<file path="src/rtl/wb_arbiter2_if.sv">
// Pipelined Wishbone bundle shared by the initiators and the slave of wb_arbiter2.
interface if_wb #(
  parameter int AW = 32,
  parameter int DW = 32
);
  logic            cyc;
  logic            stb;
  logic            we;
  logic [AW-1:0]   adr;
  logic [DW-1:0]   dat_m;
  logic [DW/8-1:0] sel;
  logic [DW-1:0]   dat_s;
  logic            ack;
  logic            stall;

  modport master (output cyc, stb, we, adr, dat_m, sel, input dat_s, ack, stall);
  modport slave  (input cyc, stb, we, adr, dat_m, sel, output dat_s, ack, stall);
endinterface

</file>
<file path="src/rtl/wb_arbiter2.sv">
// Two-initiator, one-slave pipelined Wishbone arbiter with bus lock for the
// whole cyc, round-robin or fixed priority, and a stall/outstanding watchdog.
module wb_arbiter2 #(
  parameter int FIXED_PRIO = 0,
  parameter int TIMEOUT    = 255,
  parameter int TW         = 8
) (
  input  logic       clk_i,
  input  logic       rst_i,
  if_wb.slave        m0,
  if_wb.slave        m1,
  if_wb.master       sbus,
  output logic [1:0] grant,
  output logic       timeout
);

  typedef enum logic [1:0] {IDLE, OWN0, OWN1, ABORT} state_t;

  localparam logic [TW-1:0] WD_LAST = (TIMEOUT == 0) ? '0 : TW'(TIMEOUT - 1);

  state_t        state;
  logic          last;
  logic [TW-1:0] wdog;
  logic          outst;
  logic          own_idx;
  logic          own_cyc;
  logic          oth_cyc;

  always_comb begin
    own_idx = (state == OWN1);
    own_cyc = own_idx ? m1.cyc : m0.cyc;
    oth_cyc = own_idx ? m0.cyc : m1.cyc;
  end

  always_comb begin
    sbus.cyc   = 1'b0;
    sbus.stb   = 1'b0;
    sbus.we    = 1'b0;
    sbus.adr   = '0;
    sbus.dat_m = '0;
    sbus.sel   = '0;
    m0.ack     = 1'b0;
    m0.stall   = 1'b1;
    m0.dat_s   = '0;
    m1.ack     = 1'b0;
    m1.stall   = 1'b1;
    m1.dat_s   = '0;
    case (state)
      OWN0: begin
        sbus.cyc   = m0.cyc;
        sbus.stb   = m0.stb;
        sbus.we    = m0.we;
        sbus.adr   = m0.adr;
        sbus.dat_m = m0.dat_m;
        sbus.sel   = m0.sel;
        m0.ack     = sbus.ack;
        m0.stall   = sbus.stall;
        m0.dat_s   = sbus.dat_s;
      end
      OWN1: begin
        sbus.cyc   = m1.cyc;
        sbus.stb   = m1.stb;
        sbus.we    = m1.we;
        sbus.adr   = m1.adr;
        sbus.dat_m = m1.dat_m;
        sbus.sel   = m1.sel;
        m1.ack     = sbus.ack;
        m1.stall   = sbus.stall;
        m1.dat_s   = sbus.dat_s;
      end
      default: ;
    endcase
  end

  always_ff @(posedge clk_i) begin
    if (rst_i) begin
      state   <= IDLE;
      grant   <= '0;
      timeout <= 1'b0;
      last    <= 1'b1;
      wdog    <= '0;
      outst   <= 1'b0;
    end else begin
      timeout <= 1'b0;
      case (state)
        IDLE: begin
          wdog  <= '0;
          outst <= 1'b0;
          if (m0.cyc && m1.cyc) begin
            if (FIXED_PRIO != 0 || last) begin
              state <= OWN0;
              grant <= 2'b01;
            end else begin
              state <= OWN1;
              grant <= 2'b10;
            end
          end else if (m0.cyc) begin
            state <= OWN0;
            grant <= 2'b01;
          end else if (m1.cyc) begin
            state <= OWN1;
            grant <= 2'b10;
          end
        end
        OWN0, OWN1: begin
          if (!own_cyc) begin
            // Hand over directly when the other side is already waiting.
            last  <= own_idx;
            wdog  <= '0;
            outst <= 1'b0;
            if (oth_cyc) begin
              state <= own_idx ? OWN0 : OWN1;
              grant <= own_idx ? 2'b01 : 2'b10;
            end else begin
              state <= IDLE;
              grant <= '0;
            end
          end else if (sbus.ack) begin
            wdog  <= '0;
            outst <= sbus.stb && !sbus.stall;
          end else if (sbus.stb || outst) begin
            outst <= outst || (sbus.stb && !sbus.stall);
            // Abort on the cycle the count would reach TIMEOUT; an ack wins above.
            if (TIMEOUT != 0 && wdog == WD_LAST) begin
              state   <= ABORT;
              grant   <= '0;
              timeout <= 1'b1;
              last    <= own_idx;
              wdog    <= '0;
              outst   <= 1'b0;
            end else if (wdog != '1) begin
              wdog <= wdog + 1'b1;
            end
          end
        end
        default: begin
          state <= IDLE;
          grant <= '0;
          wdog  <= '0;
          outst <= 1'b0;
        end
      endcase
    end
  end

endmodule

</file>
<file path="src/flat_wrapper.sv">
// flat-port wrapper written by rule: the top's interface ports become plain ports
module wb_arbiter2_flat 
#(
  parameter int FIXED_PRIO = 0,
  parameter int TIMEOUT    = 255,
  parameter int TW         = 8
)
  (clk_i, rst_i, grant, timeout, m0_cyc, m0_stb, m0_we, m0_adr, m0_dat_m, m0_sel, m0_dat_s, m0_ack, m0_stall, m1_cyc, m1_stb, m1_we, m1_adr, m1_dat_m, m1_sel, m1_dat_s, m1_ack, m1_stall, sbus_cyc, sbus_stb, sbus_we, sbus_adr, sbus_dat_m, sbus_sel, sbus_dat_s, sbus_ack, sbus_stall);
  if_wb m0_i ();
  if_wb m1_i ();
  if_wb sbus_i ();
  input  logic clk_i;
  input  logic rst_i;
  output logic [1:0] grant;
  output logic timeout;
  input wire logic [$bits(m0_i.cyc)-1:0] m0_cyc;
  input wire logic [$bits(m0_i.stb)-1:0] m0_stb;
  input wire logic [$bits(m0_i.we)-1:0] m0_we;
  input wire logic [$bits(m0_i.adr)-1:0] m0_adr;
  input wire logic [$bits(m0_i.dat_m)-1:0] m0_dat_m;
  input wire logic [$bits(m0_i.sel)-1:0] m0_sel;
  output wire logic [$bits(m0_i.dat_s)-1:0] m0_dat_s;
  output wire logic [$bits(m0_i.ack)-1:0] m0_ack;
  output wire logic [$bits(m0_i.stall)-1:0] m0_stall;
  input wire logic [$bits(m1_i.cyc)-1:0] m1_cyc;
  input wire logic [$bits(m1_i.stb)-1:0] m1_stb;
  input wire logic [$bits(m1_i.we)-1:0] m1_we;
  input wire logic [$bits(m1_i.adr)-1:0] m1_adr;
  input wire logic [$bits(m1_i.dat_m)-1:0] m1_dat_m;
  input wire logic [$bits(m1_i.sel)-1:0] m1_sel;
  output wire logic [$bits(m1_i.dat_s)-1:0] m1_dat_s;
  output wire logic [$bits(m1_i.ack)-1:0] m1_ack;
  output wire logic [$bits(m1_i.stall)-1:0] m1_stall;
  output wire logic [$bits(sbus_i.cyc)-1:0] sbus_cyc;
  output wire logic [$bits(sbus_i.stb)-1:0] sbus_stb;
  output wire logic [$bits(sbus_i.we)-1:0] sbus_we;
  output wire logic [$bits(sbus_i.adr)-1:0] sbus_adr;
  output wire logic [$bits(sbus_i.dat_m)-1:0] sbus_dat_m;
  output wire logic [$bits(sbus_i.sel)-1:0] sbus_sel;
  input wire logic [$bits(sbus_i.dat_s)-1:0] sbus_dat_s;
  input wire logic [$bits(sbus_i.ack)-1:0] sbus_ack;
  input wire logic [$bits(sbus_i.stall)-1:0] sbus_stall;
  assign m0_i.cyc = m0_cyc;
  assign m0_i.stb = m0_stb;
  assign m0_i.we = m0_we;
  assign m0_i.adr = m0_adr;
  assign m0_i.dat_m = m0_dat_m;
  assign m0_i.sel = m0_sel;
  assign m0_dat_s = m0_i.dat_s;
  assign m0_ack = m0_i.ack;
  assign m0_stall = m0_i.stall;
  assign m1_i.cyc = m1_cyc;
  assign m1_i.stb = m1_stb;
  assign m1_i.we = m1_we;
  assign m1_i.adr = m1_adr;
  assign m1_i.dat_m = m1_dat_m;
  assign m1_i.sel = m1_sel;
  assign m1_dat_s = m1_i.dat_s;
  assign m1_ack = m1_i.ack;
  assign m1_stall = m1_i.stall;
  assign sbus_cyc = sbus_i.cyc;
  assign sbus_stb = sbus_i.stb;
  assign sbus_we = sbus_i.we;
  assign sbus_adr = sbus_i.adr;
  assign sbus_dat_m = sbus_i.dat_m;
  assign sbus_sel = sbus_i.sel;
  assign sbus_i.dat_s = sbus_dat_s;
  assign sbus_i.ack = sbus_ack;
  assign sbus_i.stall = sbus_stall;
  wb_arbiter2 #(.FIXED_PRIO(FIXED_PRIO), .TIMEOUT(TIMEOUT), .TW(TW)) u_core (.clk_i(clk_i), .rst_i(rst_i), .m0(m0_i), .m1(m1_i), .sbus(sbus_i), .grant(grant), .timeout(timeout));
endmodule
</file>
<file path="config.mk">
export PLATFORM = sky130hd
export DESIGN_NAME = wb_arbiter2_flat
export DESIGN_NICKNAME = d
export VERILOG_FILES = /design/src/rtl/wb_arbiter2_if.sv /design/src/rtl/wb_arbiter2.sv /design/src/flat_wrapper.sv
export SDC_FILE = /design/constraint.sdc
export NUM_CORES = 1
export LEC_CHECK = 0
export ABC_AREA = 1
export BUFFER_PORTS_ARGS = -buffer_cell sky130_fd_sc_hd__buf_2
export CAP_MARGIN = 20
export CORE_AREA = 5 5 121 123
export DETAILED_ROUTE_END_ITERATION = 8
export DIE_AREA = 0 0 126 128
export PLACE_DENSITY = 0.56
export SYNTH_ARGS = -nofsm -noshare
export SYNTH_HDL_FRONTEND = slang
export SYNTH_SLANG_ARGS = --single-unit
export TNS_END_PERCENT = 30
</file>
<file path="constraint.sdc">
create_clock -name clk_i -period 3.6 [get_ports clk_i]
set_input_delay 0.72 -clock clk_i [delete_from_list [all_inputs] [get_ports clk_i]]
set_output_delay 0.72 -clock clk_i [all_outputs]
set_load 0.05 [all_outputs]
</file>
==> results.tsv, run 1 <==
stage	metric	value	unit
outcome	outcome	completed	
logic_synthesis	Mapped Cells	540	
global_routing	vias in the first global route	3999	
route	Vias	4241	
critical_path	Worst EP arrival	2.34	ns
logic_synthesis	adder-cell share of the synthesized area	0.0326	
place	post-DP HPWL	11200	µm
timing	Setup violations, final	0	
run	maxcap violations	0	
finish	most frequent cells in the layout	buf_2 (319), nand2_1 (238), inv_1 (94), a21oi_1 (82), nor2_1 (16)	
route	Antenna Nets Post-Route	0	
power	combinational power share	0.872	
place	GPL Wtd Cong	0.860	
clock_tree	cts bufs inserted	3	
route	DRT iter0 DRCs	183	
power	Pleak	2.96	nW
logic_synthesis	Compound-Gate Fraction of Synth Area	0.182	
timing	max-slew violations	0	
timing	Min Hold Slack	0.486	ns
clock_tree	post-CTS resize count	0	
floorplan	die extent in x	126	µm
place	Inst Count DP	1014	
clock_tree	CTS Root Cell	clkbuf_16	
logic_synthesis	Yosys warnings	0	
route	Routed WL	13300	µm
logic_synthesis	largest family of logic cells by synthesized area	simple AND/OR/NAND/NOR gates	
clock_tree	CTS tree	yes	
power	Switching Share	0.704	
finish	diode count	0	
timing	clk_skew	0.00155	ns
logic_synthesis	mux cell area share after synthesis	0	
critical_path	Worst Path Required	2.88	ns
logic_synthesis	Synth Area in Simple Gates	0.482	
timing	final period utilization	0.850	
place	post-place instance area	4460	µm²
floorplan	starting density of the core	0.198	
clock_tree	Clock Sinks	15	
clock_tree	Max clock buf depth	2	
finish	commonest non-fill, non-tap cell in the layout	buf_2	
floorplan	die height	128	µm
power	net switching power	2.32	mW
logic_synthesis	synthesized area	2680	µm²
power	peak supply drop	0.353	mV
global_routing	largest net degree at the start of global routing	72	
clock_tree	Post-CTS Hold Buffers	0	
critical_path	Crit. End Element	primary output	
floorplan	standard-cell rows	43	
clock_tree	Post CTS Setup Buffer Count	0	
timing	post-layout min period	3.06	ns
global_routing	global route overflow	0	
clock_tree	Clock Pin Slew Worst Setup and Hold Paths	0.05	ns
timing	Least-Margin Pin Slew	0.730	ns
logic_synthesis	Unique masters post-synth	29	
finish	fin nets	1024	
timing	max_slew headroom	0.513	
power	power per cell area	727	nW/µm²
route	post-DR vias/cell	4.17	
power	register share of total power	0.061	
power	clock network fraction of total power	0.067	
critical_path	crit path launch type	register	
logic_synthesis	sequential area share after synthesis	0.112	
floorplan	Top Ports	320	
logic_synthesis	Synth Area in XOR/XNOR	0.00326	
route	Detailed Routing Iterations Pass 1	4	
finish	ratio of cells with drive above 1 in the final layout	0.432	
finish	Core Util, Final	0.335	
critical_path	CP Class	register to primary output	
logic_synthesis	synthesized area per cell	4.97	µm²
place	Port Buffers	319	
floorplan	Die Outline Area	16100	µm²
hold_path	worst hold path type	register to register	
route	Residual DRC	0	
timing	fmax	327	MHz
finish	design area	4540	µm²
finish	Post-Layout Cell Count	1018	
global_routing	first-pass GRT wire length	20400	µm
finish	synthesis-to-layout area growth	69.3	%
route	post-detailed-route wirelength per cell	13.1	µm
critical_path	Max Fanout on Critical Path	70	
floorplan	core area	13600	µm²
clock_tree	H-tree levels	1	
global_routing	Tot GR Track Use	0.152	
logic_synthesis	syn_nets	725	
clock_tree	clock latency on the worst-skew pair	0.25	ns
timing	setup TNS	0	ns
power	Cell Int Power	0.978	mW
timing	Hold Fails Final Rpt	0	
logic_synthesis	synthesis-stage register bit count	15	
timing	RSZ-0062 raised after global routing	false	
global_routing	initial antenna violation count	0	
## synth_stat cells, drive strengths merged
library cell  number  area, µm²
inv               96        360
o21ai              6       30.0
nor3               1       5.00
nand4              6       37.5
nand3             14        105
nor2              22        121
buf               17       83.8
a21oi             86        445
clkbuf            16       60.1
ha                 7       87.6
dfxtp             15        300
xor2               1       8.76
nand3b             1       11.3
o22ai              1       6.26
nand2            250       1010
o211ai             1       7.51
## registers in the layout, indices dropped and copies added (netlist names)
register,count
u_core.outst,1
u_core.last,1
u_core.grant,2
u_core.state,2
u_core.wdog,8
u_core.timeout,1
## area by class of cell
cell class              instances  area, µm²
clock buffers                   3       75.1
clock inverters                 1       5.00
fillers                      1591       9020
inverters                      96        360
multi-input cells             396       1890
flip-flops and latches         15        300
well taps                     180        225
repair buffers                327       1680
## routing by layer
metal | vias to the layer above | track usage | routed length [µm]
li1 | 2221 | - | -
met4 | 0 | 0.0215 | 126
met3 | 13 | 0.0308 | 1200
met1 | 1798 | 0.192 | 5520
met2 | 209 | 0.273 | 6470
met5 | - | 0 | 0
## metrics by stage
stage | power (mW) | setup slack, ns
6_report | 3.30 | 0.541
5_1_grt | 3.54 | 0.355
4_1_cts | 3.34 | 0.472
3_5_place_dp | 3.11 | 0.750
3_3_place_gp | 3.13 | 0.764
2_1_floorplan | 2.41 | 0.923
## cells by family (layout without fill, tap and decap cells)
group	count (synthesis)	after routing
AOI/OAI and AO/OA	94	94
xor gates and xnor gates	1	1
adders and majority gates	7	7
buffers and inverters	129	427
DFF	15	15
and+or+nand+nor	294	294
## path summary, 6_finish.rpt
check / slack, ns / depth (start not counted) / startpoint / end
worst min-delay path: 0.49 / 2 / u_core.wdog[2] / u_core.wdog[2]
worst min register to register: 0.49 / 2 / u_core.wdog[2] / u_core.wdog[2]
worst max-delay path: 0.54 / 6 / u_core.state[0] / sbus_we
worst max register to register: 1.59 / 10 / u_core.state[0] / u_core.wdog[2]
## power by group through the flow
stage               Combinational (mW)  Clock, mW  Sequential [mW]
detailed placement                2.91          0            0.207
global placement                  2.92          0            0.206
CTS                               2.91      0.228            0.203
finish                            2.88      0.221            0.203
floorplan                         2.18          0            0.229
global route                      3.09      0.237            0.206
## critical path, stage by stage (launching register included)
cell	delay, ns
dfxtp_1	0.40
inv_1	0.12
ha_1	0.46
inv_2	0.12
buf_4	0.55
a21oi_1	0.11
buf_2	0.26
(Power assumes the default switching activity.)
==> inputs of run 2 (changes only) <==
--- a/config.mk
+++ b/config.mk
@@ -8,10 +8,10 @@
 export ABC_AREA = 1
 export BUFFER_PORTS_ARGS = -buffer_cell sky130_fd_sc_hd__buf_2
 export CAP_MARGIN = 20
-export CORE_AREA = 5 5 121 123
+export CORE_AREA = 5 5 122 124
 export DETAILED_ROUTE_END_ITERATION = 8
-export DIE_AREA = 0 0 126 128
-export PLACE_DENSITY = 0.56
+export DIE_AREA = 0 0 127 129
+export PLACE_DENSITY = 0.55
 export SYNTH_ARGS = -nofsm -noshare
 export SYNTH_HDL_FRONTEND = slang
 export SYNTH_SLANG_ARGS = --single-unit
==> constraint.sdc (replaced) <==
create_clock -name clk_i -period 3.2 [get_ports clk_i]
set_input_delay 0.64 -clock clk_i [delete_from_list [all_inputs] [get_ports clk_i]]
set_output_delay 0.64 -clock clk_i [all_outputs]
set_load 0.05 [all_outputs]
==> run 2 against run 1 <==
  * Critical path type unchanged
  * Design area grew 0.47%
  * Final cell count grew 0.59%
  * Global-route usage grew 0.32 points
  * Largest cell class unchanged
==> results.tsv, run 2 (synthesis gave the netlist of run 1 again) <==
stage	metric	value	unit	change
place	Port Buffers	319		unchanged
floorplan	standard-cell rows	43		unchanged
clock_tree	post-CTS resize count	0		unchanged
place	pre-CTS setup slack	0.487	ns	-0.262 ns
timing	Setup violations, final	0		unchanged
power	Cell Int Power	1.12	mW	+14%
timing	max_slew headroom	0.488		-0.0247
clock_tree	Clock Sinks	15		unchanged
finish	most frequent cells in the layout	buf_2 (319), nand2_1 (238), inv_1 (94), a21oi_1 (82), nor2_1 (16)		
power	Pleak	2.98	nW	+0.50%
floorplan	Die Outline Area	16400	µm²	+1.6%
timing	Hold Fails Final Rpt	0		unchanged
floorplan	core area	13700	µm²	+0.79%
finish	commonest non-fill, non-tap cell in the layout	buf_2		
clock_tree	cts bufs inserted	3		unchanged
run	maxcap violations	0		unchanged
critical_path	Max Fanout on Critical Path	72		+2.9%
finish	ratio of cells with drive above 1 in the final layout	0.433		+0.00151
critical_path	Reg-to-Reg Start	u_core.state[0]		
clock_tree	CTS Root Cell	clkbuf_16		
power	power per cell area	822	nW/µm²	+13%
route	DRT iter0 DRCs	232		+27%
route	post-DR vias/cell	4.15		-0.35%
critical_path	CP Class	register to primary output		
critical_path	Worst Path Required	2.56	ns	-0.32 ns
critical_path	Reg2Reg Depth	9		-1
clock_tree	H-tree levels	1		unchanged
place	post-DP HPWL	11700	µm	+4.4%
timing	Worst Setup Slack, final	0.235	ns	-0.306 ns
timing	RSZ-0062 raised after global routing	false		
hold_path	Min-Delay Endpoint	u_core.wdog[0]		
finish	Fill cells	1600		+0.57%
power	net switching power	2.63	mW	+13%
global_routing	vias in the first global route	4015		+0.40%
timing	setup TNS	0	ns	unchanged
critical_path	Worst EP arrival	2.32	ns	-0.02 ns
global_routing	global route overflow	0		unchanged
place	Inst Count DP	1018		+0.39%
route	Residual DRC	0		unchanged
outcome	outcome	completed		
timing	fmax	337	MHz	
clock_tree	Post CTS Setup Buffer Count	0		unchanged
timing	post-layout min period	2.96	ns	
finish	Largest Register	u_core.wdog		
timing	Min Hold Slack	0.481	ns	-0.00469 ns
critical_path	r2r setup slk	0.99	ns	-0.60 ns
route	Antenna Nets Post-Route	0		unchanged
timing	Least-Margin Pin Slew	0.767	ns	+0.0371 ns
clock_tree	Max clock buf depth	2		unchanged
hold_path	Hold Path Depth	2		unchanged
finish	max reg flops	8		unchanged
hold_path	worst hold path type	register to register		
floorplan	die height	129	µm	+0.78%
finish	synthesis-to-layout area growth	70.1	%	
finish	largest registers	u_core.wdog x8, u_core.grant x2, u_core.state x2		
clock_tree	clock latency on the worst-skew pair	0.25	ns	about the same
clock_tree	Clock Pin Slew Worst Setup and Hold Paths	0.05	ns	about the same
power	peak supply drop	0.379	mV	+7.3%
route	Vias	4251		+0.24%
finish	Core Util, Final	0.334		-0.00108
finish	fin nets	1028		+0.39%
finish	Post-Layout Cell Count	1024		+0.59%
hold_path	hold_sp	u_core.wdog[0]		
global_routing	Tot GR Track Use	0.155		+0.00324
global_routing	first-pass GRT wire length	21000	µm	+2.8%
timing	final period utilization	0.927		
clock_tree	CTS tree	yes		
global_routing	initial antenna violation count	4		+4
floorplan	starting density of the core	0.196		-0.00156
place	GPL Wtd Cong	0.928		+7.9%
power	clock network fraction of total power	0.066		about the same
power	register share of total power	0.061		about the same
global_routing	largest net degree at the start of global routing	73		+1.4%
route	Routed WL	13900	µm	+4.0%
critical_path	Crit. End Element	primary output		
critical_path	crit path launch type	register		
critical_path	reg2reg end	u_core.grant[0]		
finish	register area	300	µm²	unchanged
clock_tree	Post-CTS Hold Buffers	0		unchanged
floorplan	Top Ports	320		unchanged
route	Detailed Routing Iterations Pass 1	4		unchanged
timing	clk_skew	0.00572	ns	+0.00417 ns
finish	area of the multi-input gates	1890	µm²	unchanged
timing	max-slew violations	0		unchanged
power	Switching Share	0.702		-0.00185
floorplan	die extent in x	127	µm	+0.79%
power	combinational power share	0.873		about the same
route	post-detailed-route wirelength per cell	13.5	µm	+3.4%
[run 2: cell count changes in the layout (fill, tap and decap cells not counted)]
cell | previous run | this run
clkinv_2 | 1 | 0
buf_4 | 6 | 11
clkbuf_1 | 0 | 1
diode_2 | 0 | 2
buf_12 | 2 | 1
[run 2: critical path, cell delays in order, from the launching register on]
cell,delay (ns)
dfxtp_1,0.39
inv_1,0.12
ha_1,0.47
inv_2,0.09
buf_4,0.56
a21oi_1,0.14
buf_2,0.26
[run 2: per-stage QoR]
step | cell area, µm² | power, mW
final | 4560 | 3.75
after global routing | 4560 | 4.03
after CTS | 4560 | 3.78
after detailed placement | 4480 | 3.52
after global placement | 4480 | 3.53
after floorplan | 2680 | 2.71
[run 2: worst max path at each step]
stage | startpoint | to | slack [ns] | depth (start not counted)
after global routing | u_core.state[0] | sbus_dat_m[0] | 0.05 | 6
after global placement | u_core.state[0] | sbus_dat_m[4] | 0.50 | 6
after detailed placement | u_core.state[0] | sbus_dat_m[4] | 0.49 | 6
after floorplan | u_core.state[1] | sbus_adr[0] | 0.60 | 6
final | u_core.state[0] | sbus_dat_m[4] | 0.24 | 6
after CTS | u_core.state[0] | sbus_dat_m[4] | 0.22 | 6
[run 2: layer usage]
metal  global-route usage  wire [µm]
met1                0.188       5700
met2                0.280       6630
met3               0.0394       1280
met4               0.0278        228
met5                    0         27
[run 2: area by class of cell]
cell class,count,area share
Sequential cell,15,0.0658
Inverter,96,0.0790
Clock buffer,4,0.0173
Timing Repair Buffer,331,0.372
Tap cell,180,0.0494
Multi-Input combinational cell,396,0.415
Antenna cell,2,0.00110
[run 2: power groups by stage]
stage	clock network [mW]	logic (mW)	registers, mW
4_1_cts	0.256	3.30	0.228
3_3_place_gp	0	3.30	0.231
6_report	0.249	3.27	0.228
3_5_place_dp	0	3.29	0.232
2_1_floorplan	0	2.46	0.257
5_1_grt	0.266	3.53	0.231
